<file path="src/rtl/phys_reg_release_queue.sv">
// Commit-side release queue: captures superseded physical tags from up to two
// retiring instructions per cycle and drains one per cycle to the free list.
module phys_reg_release_queue #(
  parameter int unsigned NUM_PHYS_REGS = 64,
  parameter int unsigned LOG_PHYS      = $clog2(NUM_PHYS_REGS),
  parameter int unsigned DEPTH         = 8
) (
  input  logic                      CLK,
  input  logic                      RESET,
  input  logic                      Retire0_Valid_IN,
  input  logic                      Retire0_HasDest_IN,
  input  logic [LOG_PHYS-1:0]       Retire0_OldPhys_IN,
  input  logic                      Retire1_Valid_IN,
  input  logic                      Retire1_HasDest_IN,
  input  logic [LOG_PHYS-1:0]       Retire1_OldPhys_IN,
  input  logic                      Hold_IN,
  output logic                      Enqueue_OUT,
  output logic [LOG_PHYS-1:0]       Data_OUT,
  output logic                      Stall_OUT,
  output logic [$clog2(DEPTH):0]    Count_OUT,
  output logic                      Overflow_OUT
);

  localparam int unsigned PW = $clog2(DEPTH);
  localparam int unsigned CW = PW + 1;

  logic [LOG_PHYS-1:0] buf_q [DEPTH];
  logic [LOG_PHYS-1:0] buf_d [DEPTH];
  logic [PW-1:0]       head_q, head_d;
  logic [PW-1:0]       tail_q, tail_d;
  logic [CW-1:0]       count_q, count_d;
  logic                enq_q, enq_d;
  logic [LOG_PHYS-1:0] data_q, data_d;
  logic                ovf_q, ovf_d;

  logic [CW-1:0]       free_c;
  logic                req0, req1, drain;
  logic [1:0]          n_req, n_acc;
  logic [LOG_PHYS-1:0] first_tag;

  // Free space is judged on the start-of-cycle count; a same-cycle drain does not help.
  assign free_c = CW'(DEPTH) - count_q;

  always_comb begin
    req0      = Retire0_Valid_IN & Retire0_HasDest_IN;
    req1      = Retire1_Valid_IN & Retire1_HasDest_IN;
    n_req     = {1'b0, req0} + {1'b0, req1};
    first_tag = req0 ? Retire0_OldPhys_IN : Retire1_OldPhys_IN;

    if (free_c >= CW'(2))      n_acc = n_req;
    else if (free_c == CW'(1)) n_acc = (n_req != 2'd0) ? 2'd1 : 2'd0;
    else                       n_acc = 2'd0;

    drain = (count_q != CW'(0)) & ~Hold_IN;

    // Slot 1 only lands in the second position when slot 0 also wrote.
    buf_d = buf_q;
    if (n_acc != 2'd0) buf_d[tail_q] = first_tag;
    if (n_acc == 2'd2) buf_d[tail_q + PW'(1)] = Retire1_OldPhys_IN;

    tail_d  = tail_q + PW'(n_acc);
    head_d  = head_q + PW'(drain);
    count_d = count_q + CW'(n_acc) - CW'(drain);
    enq_d   = drain;
    data_d  = drain ? buf_q[head_q] : data_q;
    ovf_d   = ovf_q | (n_req != n_acc);
  end

  always_ff @(posedge CLK) begin
    if (RESET) begin
      for (int i = 0; i < int'(DEPTH); i++) buf_q[i] <= '0;
      head_q  <= '0;
      tail_q  <= '0;
      count_q <= '0;
      enq_q   <= 1'b0;
      data_q  <= '0;
      ovf_q   <= 1'b0;
    end else begin
      buf_q   <= buf_d;
      head_q  <= head_d;
      tail_q  <= tail_d;
      count_q <= count_d;
      enq_q   <= enq_d;
      data_q  <= data_d;
      ovf_q   <= ovf_d;
    end
  end

  assign Enqueue_OUT  = enq_q;
  assign Data_OUT     = data_q;
  assign Count_OUT    = count_q;
  assign Overflow_OUT = ovf_q;
  assign Stall_OUT    = free_c < CW'(2);

endmodule

</file>
<file path="config.mk">
export PLATFORM = sky130hd
export DESIGN_NAME = phys_reg_release_queue
export DESIGN_NICKNAME = d
export VERILOG_FILES = /design/src/rtl/phys_reg_release_queue.sv
export SDC_FILE = /design/constraint.sdc
export NUM_CORES = 1
export LEC_CHECK = 0
export ABC_AREA = 1
export ABC_CLOCK_PERIOD_IN_PS = 2400
export BUFFER_PORTS_ARGS = -buffer_cell sky130_fd_sc_hd__buf_4
export CORE_MARGIN = 3
export CORE_UTILIZATION = 45
export CTS_CLUSTER_SIZE = 28
export DETAILED_ROUTE_END_ITERATION = 6
export PLACE_DENSITY = 0.65
export REMOVE_ABC_BUFFERS = 1
export SKIP_CTS_REPAIR_TIMING = 1
export SYNTH_ARGS = -nofsm -noshare
export SYNTH_HDL_FRONTEND = slang
export SYNTH_SLANG_ARGS = --single-unit
export TNS_END_PERCENT = 5
</file>
<file path="constraint.sdc">
create_clock -name CLK -period 2.4 [get_ports CLK]
set_input_delay 0.12 -clock CLK [delete_from_list [all_inputs] [get_ports CLK]]
set_output_delay 0.12 -clock CLK [all_outputs]
set_load 0.005 [all_outputs]
</file>
==> results by group, run 1 <==
Floorplanning
  – Std cell rows: 34
  – Initial Util: 47.0%
  – Core Area: 8850 sq um
  – DIE HEIGHT: 102 um
  – DIE WIDTH: 102 um
  – Die area: 10400 sq um
  – # IOs: 32

Timing
  – Rel. slew slack: 59.0%
  – RSZ-0062 raised after global routing: yes
  – # setup viols final: 1
  – Hold Vio Cnt, Final: 0
  – Final Max Slew Viols: 0
  – Worst Slack Setup Final: -10.6 ps
  – Max Fclk: 415 MHz
  – Final hold slack: 68.0 ps
  – Worst-margin pin slew: 612 ps
  – Tcrit/Tclk final: 100%
  – Tmin final: 2410 ps
  – Clock skew: 12.5 ps

Place
  – Worst slack, placed: -160 ps
  – Placed insts: 800
  – HPWL Detailed: 8850 um
  – GP Congestion: 0.884
  – Number of port buffers: 31

Synth
  – Top cell type's share of synthesized area: 31.8%
  – Seq/Total Area, Yosys: 31.8%
  – Cell Area, Synth: 4160 sq um
  – #FFs+latches synth: 66
  – Cells after Synth: 652
  – Synth top area cells: dfxtp_1 (32%), nand2_1 (12%), inv_1 (8.1%), nand3_1 (8.1%), o21ai_0 (7.9%)
  – Post-synth EDFFs: 0
  – Post-synth top flop: dfxtp_1
  – Synth area leader: dfxtp_1
  – Distinct cells, synth: 28
  – YS warnings: 0
  – Async set-reset flop share out of synthesis: 0%
  – Top-count cell post-synth: nand2_1
  – Syn avg cell area: 6.38 sq um
  – Most frequent cells after synthesis: nand2_1 (130), inv_1 (90), nor2_1 (70), nand3_1 (67)

Worst hold path
  – Hold-critical path endpoint: buf_q[15]$_SDFF_PP0_
  – WHS Path Cells: 3
  – Worst hold path type: in2reg
  – HP Start: Retire1_OldPhys_IN[3]

GRT
  – First-pass GRT wire length: 20500 um
  – Initial antenna violation count: 0
  – Largest net degree at the start of global routing: 57
  – Vias in the first global route: 4068
  – Global Route Usage Sum: 25.4%
  – Grt ovf: 0

CTS
  – Total CTS buffers: 9
  – CTS sink cnt: 66
  – Worst-Skew Late Latency: 360 ps
  – CTS Buffer Depth: 2
  – Register clock-pin slew on the reported worst setup and hold paths: 80 ps
  – CTS H-Tree Depth: 3
  – Root Driver: clkbuf_8
  – TritonCTS clock tree: done

Setup path
  – R2R cell count: 16
  – Crit path kind: reg2reg
  – Crit end category: register
  – Crit path max fanout: 2
  – R2R Path End: Count_OUT[1]$_SDFF_PP0_
  – Worst R2R Setup Slack: -10 ps
  – Startpoint Class: register
  – Reg2reg start: Count_OUT[1]$_SDFF_PP0_
  – WP data arrival: 2640 ps
  – Worst Path Required: 2630 ps

Detailed routing
  – Vias/cell: 5.40
  – Final ANT Viol Nets: 0
  – Routed via count: 4426
  – First-pass detailed-route iteration total: 6
  – DRT iter0 DRCs: 379
  – Routed WL per cell: 15.7 um
  – Drt drc: 0
  – Drt total wl: 12900 um

Run status
  – Violated checks: setup timing
  – Outcome: finished with violations

Finish
  – Layout cells sized above 1: 18.3%
  – Non-Filler Instances: 820
  – Diodes inserted: 0
  – Synth-to-layout area growth: 20.7%
  – Final-stage net count: 743

Power and ir drop
  – Peak VDD IR: 0.393 mV
  – Switch Pwr: 1910 uW
  – Leak: 0.00233 uW
  – Power Density: 943 nW/um^2
  – Clock share of power: 24.9%
  – Combinational Power Share: 46.7%
  – Part of the power in registers: 28.4%
  – Switch share: 40.4%
  – Int Pwr: 2820 uW

Flow run
  – Max-cap violation count: 0
## critical path, cell delays in order (launching register included)
cell	delay (ps)
dfxtp_2	340
inv_2	50
ha_4	230
inv_2	60
nand2_2	60
nor2_4	100
nand2_1	60
nor2_2	120
nand3_2	100
nand2_2	90
inv_2	50
ha_4	230
inv_2	60
ha_4	140
inv_4	30
fa_2	520
nor2_1	40
## state kept, by name (all words and copies together), names as in the netlist
| signal | cells |
|---|---|
| Count_OUT | 4 |
| Enqueue_OUT | 1 |
| buf_q | 48 |
| tail_q | 3 |
| head_q | 3 |
| Data_OUT | 6 |
| Overflow_OUT | 1 |
## through the flow
stage | util (%) | setup TNS [ps] | cell area (sq um) | power, uW
floorplan | - | -10360 | 4010 | 2540
global placement | 52.6 | -31.8 | 4650 | 3300
detailed placement | 52.6 | -338 | 4650 | 3350
CTS | 55.3 | -430 | 4900 | 4520
global route | 56.7 | -407 | 5020 | 5060
finish | 56.7 | -10.6 | 5020 | 4730
## final cells by class
class                      count  area (sq um)
sequential                    66          1320
clock inverter                 6           115
multi-input combinational    461          2410
clock buffer                  10           128
timing repair buffer          70           538
fill                         885          3830
inverter                      99           374
tap                          108           135
## worst max path at each step
stage,from,endpoint
CTS,Count_OUT[0]$_SDFF_PP0_,Count_OUT[2]$_SDFF_PP0_
global placement,Count_OUT[0]$_SDFF_PP0_,Count_OUT[2]$_SDFF_PP0_
detailed placement,Count_OUT[0]$_SDFF_PP0_,Count_OUT[2]$_SDFF_PP0_
finish,Count_OUT[1]$_SDFF_PP0_,Count_OUT[1]$_SDFF_PP0_
floorplan,Count_OUT[0]$_SDFF_PP0_,buf_q[0]$_SDFF_PP0_
global route,Count_OUT[1]$_SDFF_PP0_,Count_OUT[2]$_SDFF_PP0_
## metal layers
metal	global-route usage, %	part of all wire, %
met1	34.3	43
met2	40.5	45
met3	3.96	8.8
met4	10.7	3.2
met5	0	0
## kinds of logic (layout without fill, tap and decap cells)
| kind of cell | after synthesis | count (layout) | share of synthesized area [%] |
|---|---|---|---|
| AO/OA/AOI/OAI | 151 | 151 | 18.9 |
| XOR/XNOR | 3 | 3 | 0.632 |
| adder cells (fa/ha/maj) | 17 | 17 | 5.47 |
| buffers and inverters | 125 | 185 | 12.5 |
| flip-flops | 66 | 66 | 31.8 |
| AND/OR/NAND/NOR | 290 | 290 | 30.7 |
## power by group through the flow
| stage | Clock, uW | Combinational [uW] | Sequential (uW) |
|---|---|---|---|
| 6_report | 1180 | 2210 | 1350 |
| 3_5_place_dp | 0 | 1990 | 1360 |
| 5_1_grt | 1240 | 2460 | 1360 |
| 4_1_cts | 1180 | 2000 | 1340 |
| 2_1_floorplan | 0 | 1150 | 1390 |
| 3_3_place_gp | 0 | 1940 | 1360 |
## cells in the final DEF, fill, tap and decap left out, types with 7 or more instances in the layout
master	netlist	layout
a21oi_1	50	50
nor2_1	70	68
inv_2	7	11
clkbuf_8	0	9
nand2_1	130	126
o21ai_1	24	24
nor2_2	9	10
ha_1	15	11
nand3_1	67	65
dfxtp_1	66	64
buf_4	0	69
inv_1	90	85
o21ai_0	66	66
o211ai_1	7	7
(Power assumes the default switching activity.)
==> inputs of run 2 (changes only) <==
--- a/config.mk
+++ b/config.mk
@@ -13,6 +13,7 @@
 export CTS_CLUSTER_SIZE = 28
 export DETAILED_ROUTE_END_ITERATION = 6
 export PLACE_DENSITY = 0.65
+export RECOVER_POWER = 25
 export REMOVE_ABC_BUFFERS = 1
 export SKIP_CTS_REPAIR_TIMING = 1
 export SYNTH_ARGS = -nofsm -noshare
==> results by group, run 2 (same netlist as run 1, synthesis figures left out) <==
Place
  – Number of port buffers: 31 (unchanged)
  – Area post-placement: 4650 sq um (unchanged)
  – HPWL Detailed: 8850 um (unchanged)
  – GP Congestion: 0.884 (unchanged)
  – Worst slack, placed: -160 ps (unchanged)

Power and ir drop
  – Combinational Power Share: 46.7% (about the same)
  – Part of the power in registers: 28.4% (about the same)
  – Power Density: 942 nW/um^2 (was 943 nW/um^2)
  – Switch Pwr: 1910 uW (about the same)
  – Switch share: 40.4% (about the same)
  – Leak: 0.00232 uW (was 0.00233 uW)
  – Peak VDD IR: 0.393 mV (about the same)
  – Int Pwr: 2820 uW (about the same)
  – Clock share of power: 24.9% (about the same)

GRT
  – Largest net degree at the start of global routing: 57 (unchanged)
  – Global Route Usage Sum: 25.4% (unchanged)
  – Vias in the first global route: 4068 (unchanged)
  – Initial antenna violation count: 0 (unchanged)
  – Grt ovf: 0 (unchanged)
  – First-pass GRT wire length: 20500 um (unchanged)

Run status
  – Violated checks: setup timing (unchanged)
  – Outcome: finished with violations (unchanged)

Floorplanning
  – Std cell rows: 34 (unchanged)
  – Initial Util: 47.0% (unchanged)
  – DIE WIDTH: 102 um (unchanged)
  – Die area: 10400 sq um (unchanged)
  – Core Area: 8850 sq um (unchanged)
  – DIE HEIGHT: 102 um (unchanged)
  – # IOs: 32 (unchanged)

Setup path
  – Startpoint Class: register (unchanged)
  – Crit path max fanout: 2 (unchanged)
  – Worst stage delay on the critical path: 520 ps (about the same)
  – CP max stage cell: fa_2 (unchanged)
  – WP data arrival: 2630 ps (was 2640 ps)
  – CP Cell Sequence: inv_2 -> ha_4 -> inv_2 -> nand2_2 -> nor2_4 -> nand2_1 -> nor2_2 -> nand3_2 -> nand2_2 -> inv_2 -> ha_4 -> inv_2 -> ha_4 -> inv_4 -> fa_2 -> nor2_1 (unchanged)
  – Most frequent CP cell: inv_2 (unchanged)
  – Worst Path Required: 2620 ps (was 2630 ps)
  – Crit end category: register (unchanged)
  – Crit path kind: reg2reg (unchanged)

Timing
  – Setup tns final: -9.76 ps (was -10.6 ps)
  – Rel. slew slack: 57.6% (was 59.0%)
  – Worst-margin pin slew: 636 ps (was 612 ps)
  – Worst Slack Setup Final: -9.76 ps (was -10.6 ps)
  – Tcrit/Tclk final: 100% (about the same)
  – RSZ-0062 raised after global routing: yes (unchanged)
  – Final Max Slew Viols: 0 (unchanged)
  – # setup viols final: 1 (unchanged)
  – Hold Vio Cnt, Final: 0 (unchanged)
  – Max Fclk: 415 MHz (about the same)
  – Tmin final: 2410 ps (about the same)
  – Final hold slack: 72.8 ps (was 68.0 ps)
  – Clock skew: 12.9 ps (was 12.5 ps)

Detailed routing
  – Drt total wl: 12900 um (about the same)
  – DRT iter0 DRCs: 363 (was 379)
  – Routed via count: 4464 (was 4426)
  – Wire length on met2: 5880 um (was 5820 um)
  – Drt drc: 0 (unchanged)
  – WL met3: 1020 um (was 1130 um)
  – Vias/cell: 5.44 (was 5.40)
  – Routed WL per cell: 15.7 um (about the same)
  – WL met1: 5550 um (was 5520 um)
  – Top Layer Used: met4 (unchanged)
  – Final ANT Viol Nets: 0 (unchanged)
  – First-pass detailed-route iteration total: 7 (was 6)

Finish
  – Largest Register: buf_q (unchanged)
  – Most frequent cells in the layout: nand2_1 (126), inv_1 (85), nor2_1 (68) (was nand2_1 (126), inv_1 (85), buf_4 (69))
  – Commonest non-fill, non-tap cell in the layout: nand2_1 (unchanged)
  – Synth-to-layout area growth: 20.7% (unchanged)
  – Core Util, Final: 56.7% (unchanged)
  – Fillers: 885 (unchanged)
  – Max reg flops: 48 (unchanged)
  – Final-stage net count: 743 (unchanged)
  – Design area: 5020 sq um (unchanged)
  – Layout cells sized above 1: 18.3% (unchanged)
  – Diodes inserted: 0 (unchanged)

CTS
  – CTS sink cnt: 66 (unchanged)
  – Total CTS buffers: 9 (unchanged)
  – TritonCTS clock tree: done (unchanged)
  – CTS H-Tree Depth: 3 (unchanged)
  – CTS Buffer Depth: 2 (unchanged)
  – Register clock-pin slew on the reported worst setup and hold paths: 80 ps (about the same)
  – Worst-Skew Late Latency: 350 ps (was 360 ps)
  – Root Driver: clkbuf_8 (unchanged)

Flow run
  – Max-cap violation count: 0 (unchanged)

Worst hold path
  – Worst hold path type: in2reg (unchanged)
[run 2: changes by cell type in the layout (fill, tap and decap cells not counted)]
cell / previous run / this run
buf_4: 69 / 60
clkbuf_4: 0 / 9
[run 2: cell type report]
| type | count | area, sq um | share of cell area [%] |
|---|---|---|---|
| clock buffers | 10 | 128 | 2.54 |
| clock inverters | 6 | 115 | 2.29 |
| inverters | 99 | 374 | 7.45 |
| multi-input cells | 461 | 2410 | 47.9 |
| flip-flops and latches | 66 | 1320 | 26.4 |
| well taps | 108 | 135 | 2.69 |
| repair buffers | 70 | 538 | 10.7 |
[run 2: critical path: cells and delay by family, from the launching register on]
family | cells | cell delay, ps
adders and majority gates | 4 | 1120
buffers and inverters | 5 | 250
DFF | 1 | 340
and+or+nand+nor | 7 | 560
[run 2: worst paths after layout]
path / from / to / slack [ps] / cells after the start
setup / recovery: Count_OUT[1]$_SDFF_PP0_ / Count_OUT[1]$_SDFF_PP0_ / -10 / 16
hold / removal: Retire1_OldPhys_IN[3] / buf_q[15]$_SDFF_PP0_ / 70 / 3
setup reg to reg: Count_OUT[1]$_SDFF_PP0_ / Count_OUT[1]$_SDFF_PP0_ / -10 / 16
hold reg to reg: Data_OUT[4]$_SDFFE_PP0P_ / Data_OUT[4]$_SDFFE_PP0P_ / 470 / 2
[run 2: power by group through the flow]
stage | Combinational (uW) | Sequential, uW | Clock (uW)
floorplan | 1150 | 1390 | 0
global placement | 1940 | 1360 | 0
detailed placement | 1990 | 1360 | 0
CTS | 2000 | 1340 | 1180
global route | 2450 | 1360 | 1240
finish | 2210 | 1350 | 1180
[run 2: routing by layer]
metal  track usage [%]  up-vias
met5                 0        -
li1                  -     2210
met1              34.3     2046
met2              40.5      172
met3              3.96       36
met4              10.7        0
[run 2: per-stage QoR]
| stage | cells | power, uW |
|---|---|---|
| 3_3_place_gp | 800 | 3300 |
| 4_1_cts | 816 | 4520 |
| 2_1_floorplan | 626 | 2540 |
| 3_5_place_dp | 800 | 3350 |
| 5_1_grt | 820 | 5050 |
| 6_report | 820 | 4730 |
